## config.mk

```make
export PLATFORM = sky130hd
export DESIGN_NAME = regfile_mp_sb
export DESIGN_NICKNAME = d
export VERILOG_FILES = /design/src/rtl/regfile_mp_sb.sv
export SDC_FILE = /design/constraint.sdc
export NUM_CORES = 2
export LEC_CHECK = 0
export ABC_AREA = 1
export BUFFER_PORTS_ARGS = -buffer_cell sky130_fd_sc_hd__buf_2
export CAP_MARGIN = 20
export CORE_ASPECT_RATIO = 1.75
export CORE_MARGIN = 5
export CORE_UTILIZATION = 59
export CTS_BUF_LIST = sky130_fd_sc_hd__clkbuf_4 sky130_fd_sc_hd__clkbuf_8
export DETAILED_ROUTE_END_ITERATION = 6
export PLACE_DENSITY = 0.82
export RECOVER_POWER = 100
export SLEW_MARGIN = 20
export SYNTH_ARGS = -nofsm -noshare
export SYNTH_HDL_FRONTEND = slang
export SYNTH_SLANG_ARGS = --single-unit
```

## constraint.sdc

```tcl
create_clock -name r_clk -period 1.23 [get_ports r_clk]
set_input_delay 0.123 -clock r_clk [delete_from_list [all_inputs] [get_ports r_clk]]
set_output_delay 0.123 -clock r_clk [all_outputs]
set_load 0.1 [all_outputs]
```

## src/rtl/regfile_mp_sb.sv

```systemverilog
// Multi-port register file with same-cycle write forwarding and a per-register
// pending-write scoreboard that the issue stage uses for hazard stalls.
module regfile_mp_sb #(
  parameter int DWIDTH   = 32,
  parameter int AWIDTH   = 5,
  parameter int NRD      = 2,
  parameter int NWR      = 1,
  parameter int ZERO_REG = 1
) (
  input  logic                    r_clk,
  input  logic                    r_rst,
  input  logic [NRD*AWIDTH-1:0]   r_rd_addr,
  output logic [NRD*DWIDTH-1:0]   r_rd_data,
  output logic [NRD-1:0]          r_rd_busy,
  input  logic [NWR-1:0]          r_wr_en,
  input  logic [NWR*AWIDTH-1:0]   r_wr_addr,
  input  logic [NWR*DWIDTH-1:0]   r_wr_data,
  input  logic                    r_alloc_en,
  input  logic [AWIDTH-1:0]       r_alloc_addr,
  input  logic                    r_flush,
  output logic [(1<<AWIDTH)-1:0]  r_busy_vec
);

  localparam int   DEPTH    = 1 << AWIDTH;
  localparam logic HAS_ZERO = (ZERO_REG != 0);

  logic [DWIDTH-1:0] mem_q [DEPTH];
  logic [DEPTH-1:0]  pend_q;
  logic [DEPTH-1:0]  pend_d;
  logic [DEPTH-1:0]  wr_hit;
  logic [DWIDTH-1:0] wr_val [DEPTH];
  logic [NWR-1:0]    wr_eff;
  logic              alloc_eff;
  logic [AWIDTH-1:0] ra;
  logic [NRD*DWIDTH-1:0] rd_data_d;
  logic [NRD-1:0]        rd_busy_d;

  always_comb begin
    for (int w = 0; w < NWR; w++) begin
      wr_eff[w] = r_wr_en[w] && !(HAS_ZERO && (r_wr_addr[w*AWIDTH +: AWIDTH] == '0));
    end
    alloc_eff = r_alloc_en && !(HAS_ZERO && (r_alloc_addr == '0));
  end

  // Ports are scanned in ascending order so the highest-index writer wins.
  always_comb begin
    wr_hit = '0;
    for (int r = 0; r < DEPTH; r++) begin
      wr_val[r] = '0;
      for (int w = 0; w < NWR; w++) begin
        if (wr_eff[w] && (r_wr_addr[w*AWIDTH +: AWIDTH] == AWIDTH'(r))) begin
          wr_hit[r] = 1'b1;
          wr_val[r] = r_wr_data[w*DWIDTH +: DWIDTH];
        end
      end
    end
  end

  // A new producer outranks a completing write to the same register.
  always_comb begin
    for (int r = 0; r < DEPTH; r++) begin
      if (r_flush)
        pend_d[r] = 1'b0;
      else if (alloc_eff && (r_alloc_addr == AWIDTH'(r)))
        pend_d[r] = 1'b1;
      else if (wr_hit[r])
        pend_d[r] = 1'b0;
      else
        pend_d[r] = pend_q[r];
    end
  end

  always_comb begin
    rd_data_d = '0;
    rd_busy_d = '0;
    ra        = '0;
    for (int i = 0; i < NRD; i++) begin
      ra = r_rd_addr[i*AWIDTH +: AWIDTH];
      if (HAS_ZERO && (ra == '0))
        rd_data_d[i*DWIDTH +: DWIDTH] = '0;
      else if (wr_hit[ra])
        rd_data_d[i*DWIDTH +: DWIDTH] = wr_val[ra];
      else
        rd_data_d[i*DWIDTH +: DWIDTH] = mem_q[ra];
      rd_busy_d[i] = pend_d[ra];
    end
  end

  always_ff @(posedge r_clk or negedge r_rst) begin
    if (!r_rst) begin
      for (int r = 0; r < DEPTH; r++) mem_q[r] <= '0;
      pend_q    <= '0;
      r_rd_data <= '0;
      r_rd_busy <= '0;
    end else begin
      for (int r = 0; r < DEPTH; r++) begin
        if (wr_hit[r]) mem_q[r] <= wr_val[r];
      end
      pend_q    <= pend_d;
      r_rd_data <= rd_data_d;
      r_rd_busy <= rd_busy_d;
    end
  end

  assign r_busy_vec = pend_q;

endmodule

```

==> results of run 1 <==
-- kinds of logic after synthesis --
kind of cell    count (synthesis)  synth area share, %
compound gates               2744                 23.9
simple gates                 4207                 25.7
flops                        1122                 42.2
buf+inv                      1423                 8.17
-- what timing repair did --
item,in CTS
endpoints found under the setup margin,191
pin swaps,396
gates resized for setup,744
endpoints found under the hold margin,1822
setup buffers,71
hold buffers,72
-- layer usage --
metal	track usage, %	overflow
met5	30.2	0
met4	79.1	54
met3	60.2	2
met2	94.7	71
met1	78.1	1
-- synthesized netlist by cell type, types with 7 or more instances --
| cell | instances |
|---|---|
| a211o_1 | 7 |
| a21oi_1 | 632 |
| buf_1 | 75 |
| buf_2 | 51 |
| clkbuf_1 | 763 |
| clkinv_1 | 10 |
| dfrtp_1 | 1122 |
| inv_1 | 503 |
| inv_2 | 16 |
| nand2_1 | 3019 |
| nand2_2 | 9 |
| nand3_1 | 525 |
| nand3_2 | 8 |
| nand3b_1 | 10 |
| nand4_1 | 138 |
| nor2_1 | 425 |
| nor2_2 | 15 |
| nor3_1 | 18 |
| o2111ai_1 | 112 |
| o211ai_1 | 132 |
| o21ai_0 | 1464 |
| o21bai_1 | 26 |
| o221ai_1 | 329 |
| o22ai_1 | 19 |
| or2_2 | 34 |
-- stage by stage --
| stage | util (%) | setup TNS, ns | cell area (um^2) | cells | hold slack (ns) |
|---|---|---|---|---|---|
| 4_1_cts | 82.9 | -134.99 | 93200 | 12800 | -0.325 |
| 3_5_place_dp | 77.1 | -684.63 | 86600 | 12400 | -0.0757 |
| 3_3_place_gp | 77.1 | -660.48 | 86600 | 12400 | -0.0744 |
| 2_1_floorplan | - | -83.11 | 67200 | 9496 | -0.173 |
==> results.md, run 1 <==
- Port-buffer cells: 154
- Share of the synthesized area in the top cell type: 42.2%
- First-pass GRT wire length: 696,000 um
- Clk sinks: 1,122
- Error: [ERROR GRT-0116] Global routing finished with congestion. Check the congestion regions in the DRC Viewer.
- Global-route usage over all layers: 77.8%
- H-tree depth: 4
- TritonCTS Buffers: 168
- Ranking of synthesized cells by area: dfrtp_1 42%, nand2_1 17%, o21ai_0 11%, a21oi_1 4.8%, o221ai_1 4.3%
- Leading area contributor after synthesis: dfrtp_1
- Syn_nets: 9,553
- Largest net degree at the start of global routing: 70
- Top FF cell, synth: dfrtp_1
- Flops & latches, synth: 1,122
- # rows: 163
- Vias in the first global route: 101,000
- Dpl hpwl: 287,000 um
- Netlist Area Pre-Place: 66,500 um^2
- GPL Wtd Cong: 1.25
- Root Buffer: clkbuf_8
- DP Worst Slack: -1.50 ns
- GRT overflow: 128
- Async set-or-reset flop fraction in the synthesized netlist: 100%
- Initial core utilization: 59.1%
- Yosys cell types: 39
- EDFF count, synth: 0
- Clock Tree Buf Depth: 3
- Failed at: global routing (5_1_grt)
- Post-synthesis sequential area ratio: 42.2%
- Average size of a mapped cell: 7.00 um^2
- Die W: 264 um
- Die height: 454 um
- Status: did not finish
- Synth warn: 0
- # IOs: 155
- Post-Syn Instances: 9,496
==> inputs of run 2 (changes only) <==
Settings changed: CORE_ASPECT_RATIO 1.75 to default, CORE_UTILIZATION 59 to 40, CTS_BUF_LIST sky130_fd_sc_hd__clkbuf_4 sky130_fd_sc_hd__clkbuf_8 to default, PLACE_DENSITY 0.82 to default, PLACE_DENSITY_LB_ADDON from default to 0.15.
Clock period 1.23 ns to 1.6 ns, I/O delays scaled along.
==> run 2 against run 1 <==
The flow now finishes, with violations (DRC, hold timing, capacitance limit, slew limit, setup timing); synthesized cell count unchanged; area after synthesis unchanged.
==> results.md, run 2 <==
- Status: finished, violations left
- Violated checks: DRC, hold timing, capacitance limit, slew limit, setup timing
- # IOs: 155
- Ranking of synthesized cells by area: dfrtp_1 42%, nand2_1 17%, o21ai_0 11%, a21oi_1 4.8%, o221ai_1 4.3%
- DR vias: 83,100
- Hold Path Class: in2reg
- Buffers & Inverters on Critical Path: 5
- Crit path max-delay family: buffers and inverters
- Post-route antenna net violation count: 0
- Area of the die: 174,000 um^2
- First-pass GRT wire length: 597,000 um
- Final net count: 10,900
- Largest net degree at the start of global routing: 115
- Clk sinks: 1,122
- Total wire length: 434,000 um
- P&R area growth vs syn: 40.5%
- PwrDens: 1070 nW/um^2
- Routed vias/inst: 6.31
- Post-Route Skew: 0.0274 ns
- Largest register by flop count: mem_q
- Die W: 418 um
- Most frequent cells in the layout: 2,801 x nand2_1, 1,420 x buf_4, 1,237 x o21ai_0
- Clock Tree Buf Depth: 3
- Layout cell share with drive strength beyond 1: 27.3%
- Root Buffer: clkbuf_16
- Worst Path Required: 2.35 ns
- Reg area: 28,200 um^2
- Flop2flop setup slack: -0.15 ns
- LEAKAGE: 0.0440 uW
- DR pass1 iterations: 7
- RSZ-0062 raised after global routing: true
- Core area: 165,000 um^2
- Netlist Area Pre-Place: 66,500 um^2
- Top FF cell, synth: dfrtp_1
- Initial core utilization: 40.3%
- Share of the synthesized area in the top cell type: 42.2%
- Dpl hpwl: 311,000 um
- Tightest slew margin relative to the limit: -12.7%
- Slew Viols, Final: 9
- CP max stage delay: 0.54 ns
- Final Critical Period: 1.84 ns
- MaxCap Viol Count: 1
- Syn_nets: 9,553
- CP Launch Type: input port
- Critical path class: in2reg
- CP Cell Sequence: dlygate4sd3_1, clkbuf_1, clkbuf_1, nand2_1, inv_1, nor2_1, o21ai_0, nand2_1, nor2_1, a21oi_1, buf_4, nand2_1, nor2_1, nor2_2
- Max FFs per register: 1,024
- Synth warn: 0
- Final setup violation count: 507
- Die height: 418 um
- Post-synthesis sequential area ratio: 42.2%
- Slowest CP cell: dlygate4sd3_1
- GPL Wtd Cong: 1.10
- Critical Path End Type: flip-flop
- GRT overflow: 0
- Worst IR drop on VDD: 1.25 mV
- Layout fillers: 15,700
- DR DRC count: 1
- Initial DRC count: 12,800
- Average wire per standard cell: 33.0 um
- Global-route usage over all layers: 47.9%
- # rows: 149
- Clk Latency, worst-skew pair: 0.84 ns
- TritonCTS Buffers: 137
- Hold WS: -0.00533 ns
- Fin. Hold Viols: 1
- Port-buffer cells: 154
- H-tree depth: 4
- Average size of a mapped cell: 7.00 um^2
- Yosys cell types: 39
- Initial antenna violation count: 27
- Most common cell after layout, fill and taps aside: nand2_1
- Slew @ Worst Pin: 1.69 ns
- Critical path peak fanout: 3
- Leading area contributor after synthesis: dfrtp_1
- EDFF count, synth: 0
- Worst Path Arrival: 2.59 ns
- Final Cycle Share: 115%
- Top-count cell post-synth: nand2_1
- Multi-input gate area: 35,600 um^2
- Vias in the first global route: 77,000
- Total Negative Setup Slacks: -54.10 ns
- Clock transition at path regs: 0.06 ns
- TritonCTS clock tree: built
- Fin worst setup slack: -0.239 ns
- Flops & latches, synth: 1,122
- Post-synth top cells: 3,019 x nand2_1, 1,464 x o21ai_0, 1,122 x dfrtp_1
- Fmax: 544 MHz
- Post-Syn Instances: 9,496
- Async set-or-reset flop fraction in the synthesized netlist: 100%
[run 2: cell counts after synthesis]
No cell type changed its count.
[run 2: metrics by stage]
stage / total power [uW] / worst slack (ns) / util (%) / area, um^2 / cells
floorplan: 50000 / -0.256 / - / 67000 / 9496
global placement: 63500 / -1.38 / 50.9 / 84000 / 12800
detailed placement: 64000 / -1.36 / 50.9 / 84000 / 12800
CTS: 97700 / -0.248 / 55.3 / 91200 / 13100
global route: 103000 / -0.227 / 56.6 / 93400 / 13200
finish: 99800 / -0.239 / 56.6 / 93400 / 13200
[run 2: area by class of cell]
| type | count | area share (%) |
|---|---|---|
| multi-input combinational | 6951 | 38.1 |
| tap | 2189 | 2.93 |
| clock buffer | 203 | 4.39 |
| inverter | 529 | 2.22 |
| clock inverter | 49 | 0.557 |
| timing repair buffer | 2111 | 21.6 |
| antenna | 14 | 0.0375 |
| sequential | 1122 | 30.2 |
[run 2: worst paths after layout]
path	from	cells past startpoint	to
setup / recovery	r_wr_data[30]	14	r_rd_data[62]
min in group asynchronous	r_rst	3	r_rd_data[3]
setup reg to reg	mem_q[272]	10	r_rd_data[16]
hold reg to reg	mem_q[998]	0	mem_q[998]
max in group asynchronous	r_rst	5	mem_q[641]
hold / removal	r_wr_addr[1]	5	mem_q[435]
[run 2: layer usage]
layer	vias to the layer above	GRT usage (%)	part of all wire, %
met5	-	0	0.025
met3	1477	14.5	14
li1	34900	-	-
met2	6276	67.2	40
met4	16	30.5	7.9
met1	40300	64.2	39
[run 2: repair_timing]
action	CTS	global route
hold buffers	45	0
pin swaps	110	366
endpoints found under the hold margin	1342	0
resized for setup	644	728
gates cloned	1	8
buffers inserted	21	88
endpoints found under the setup margin	153	231
[run 2: cell families after synthesis]
family / synth area share (%)
flip-flops: 42.2
AO/OA/AOI/OAI: 23.9
buffers and inverters: 8.17
AND/OR/NAND/NOR: 25.7
[run 2: worst register-to-register path, stage by stage, from the launching register on]
cell,delay (ns)
dfrtp_1,0.37
a21oi_1,0.08
o21ai_1,0.10
o221ai_1,0.12
nand2_1,0.11
nand4_1,0.30
nand2_1,0.18
nand2_2,0.08
nand2_1,0.07
nand2_1,0.06
nor2_2,0.19
[run 2: power by group]
part / leakage, uW / internal (uW) / switching, uW / total, uW
combinational: 0.0275 / 11200 / 18000 / 29300
clock: 0.00228 / 18700 / 13900 / 32600
sequential: 0.0142 / 33600 / 4360 / 37900
(Power assumes the default switching activity.)
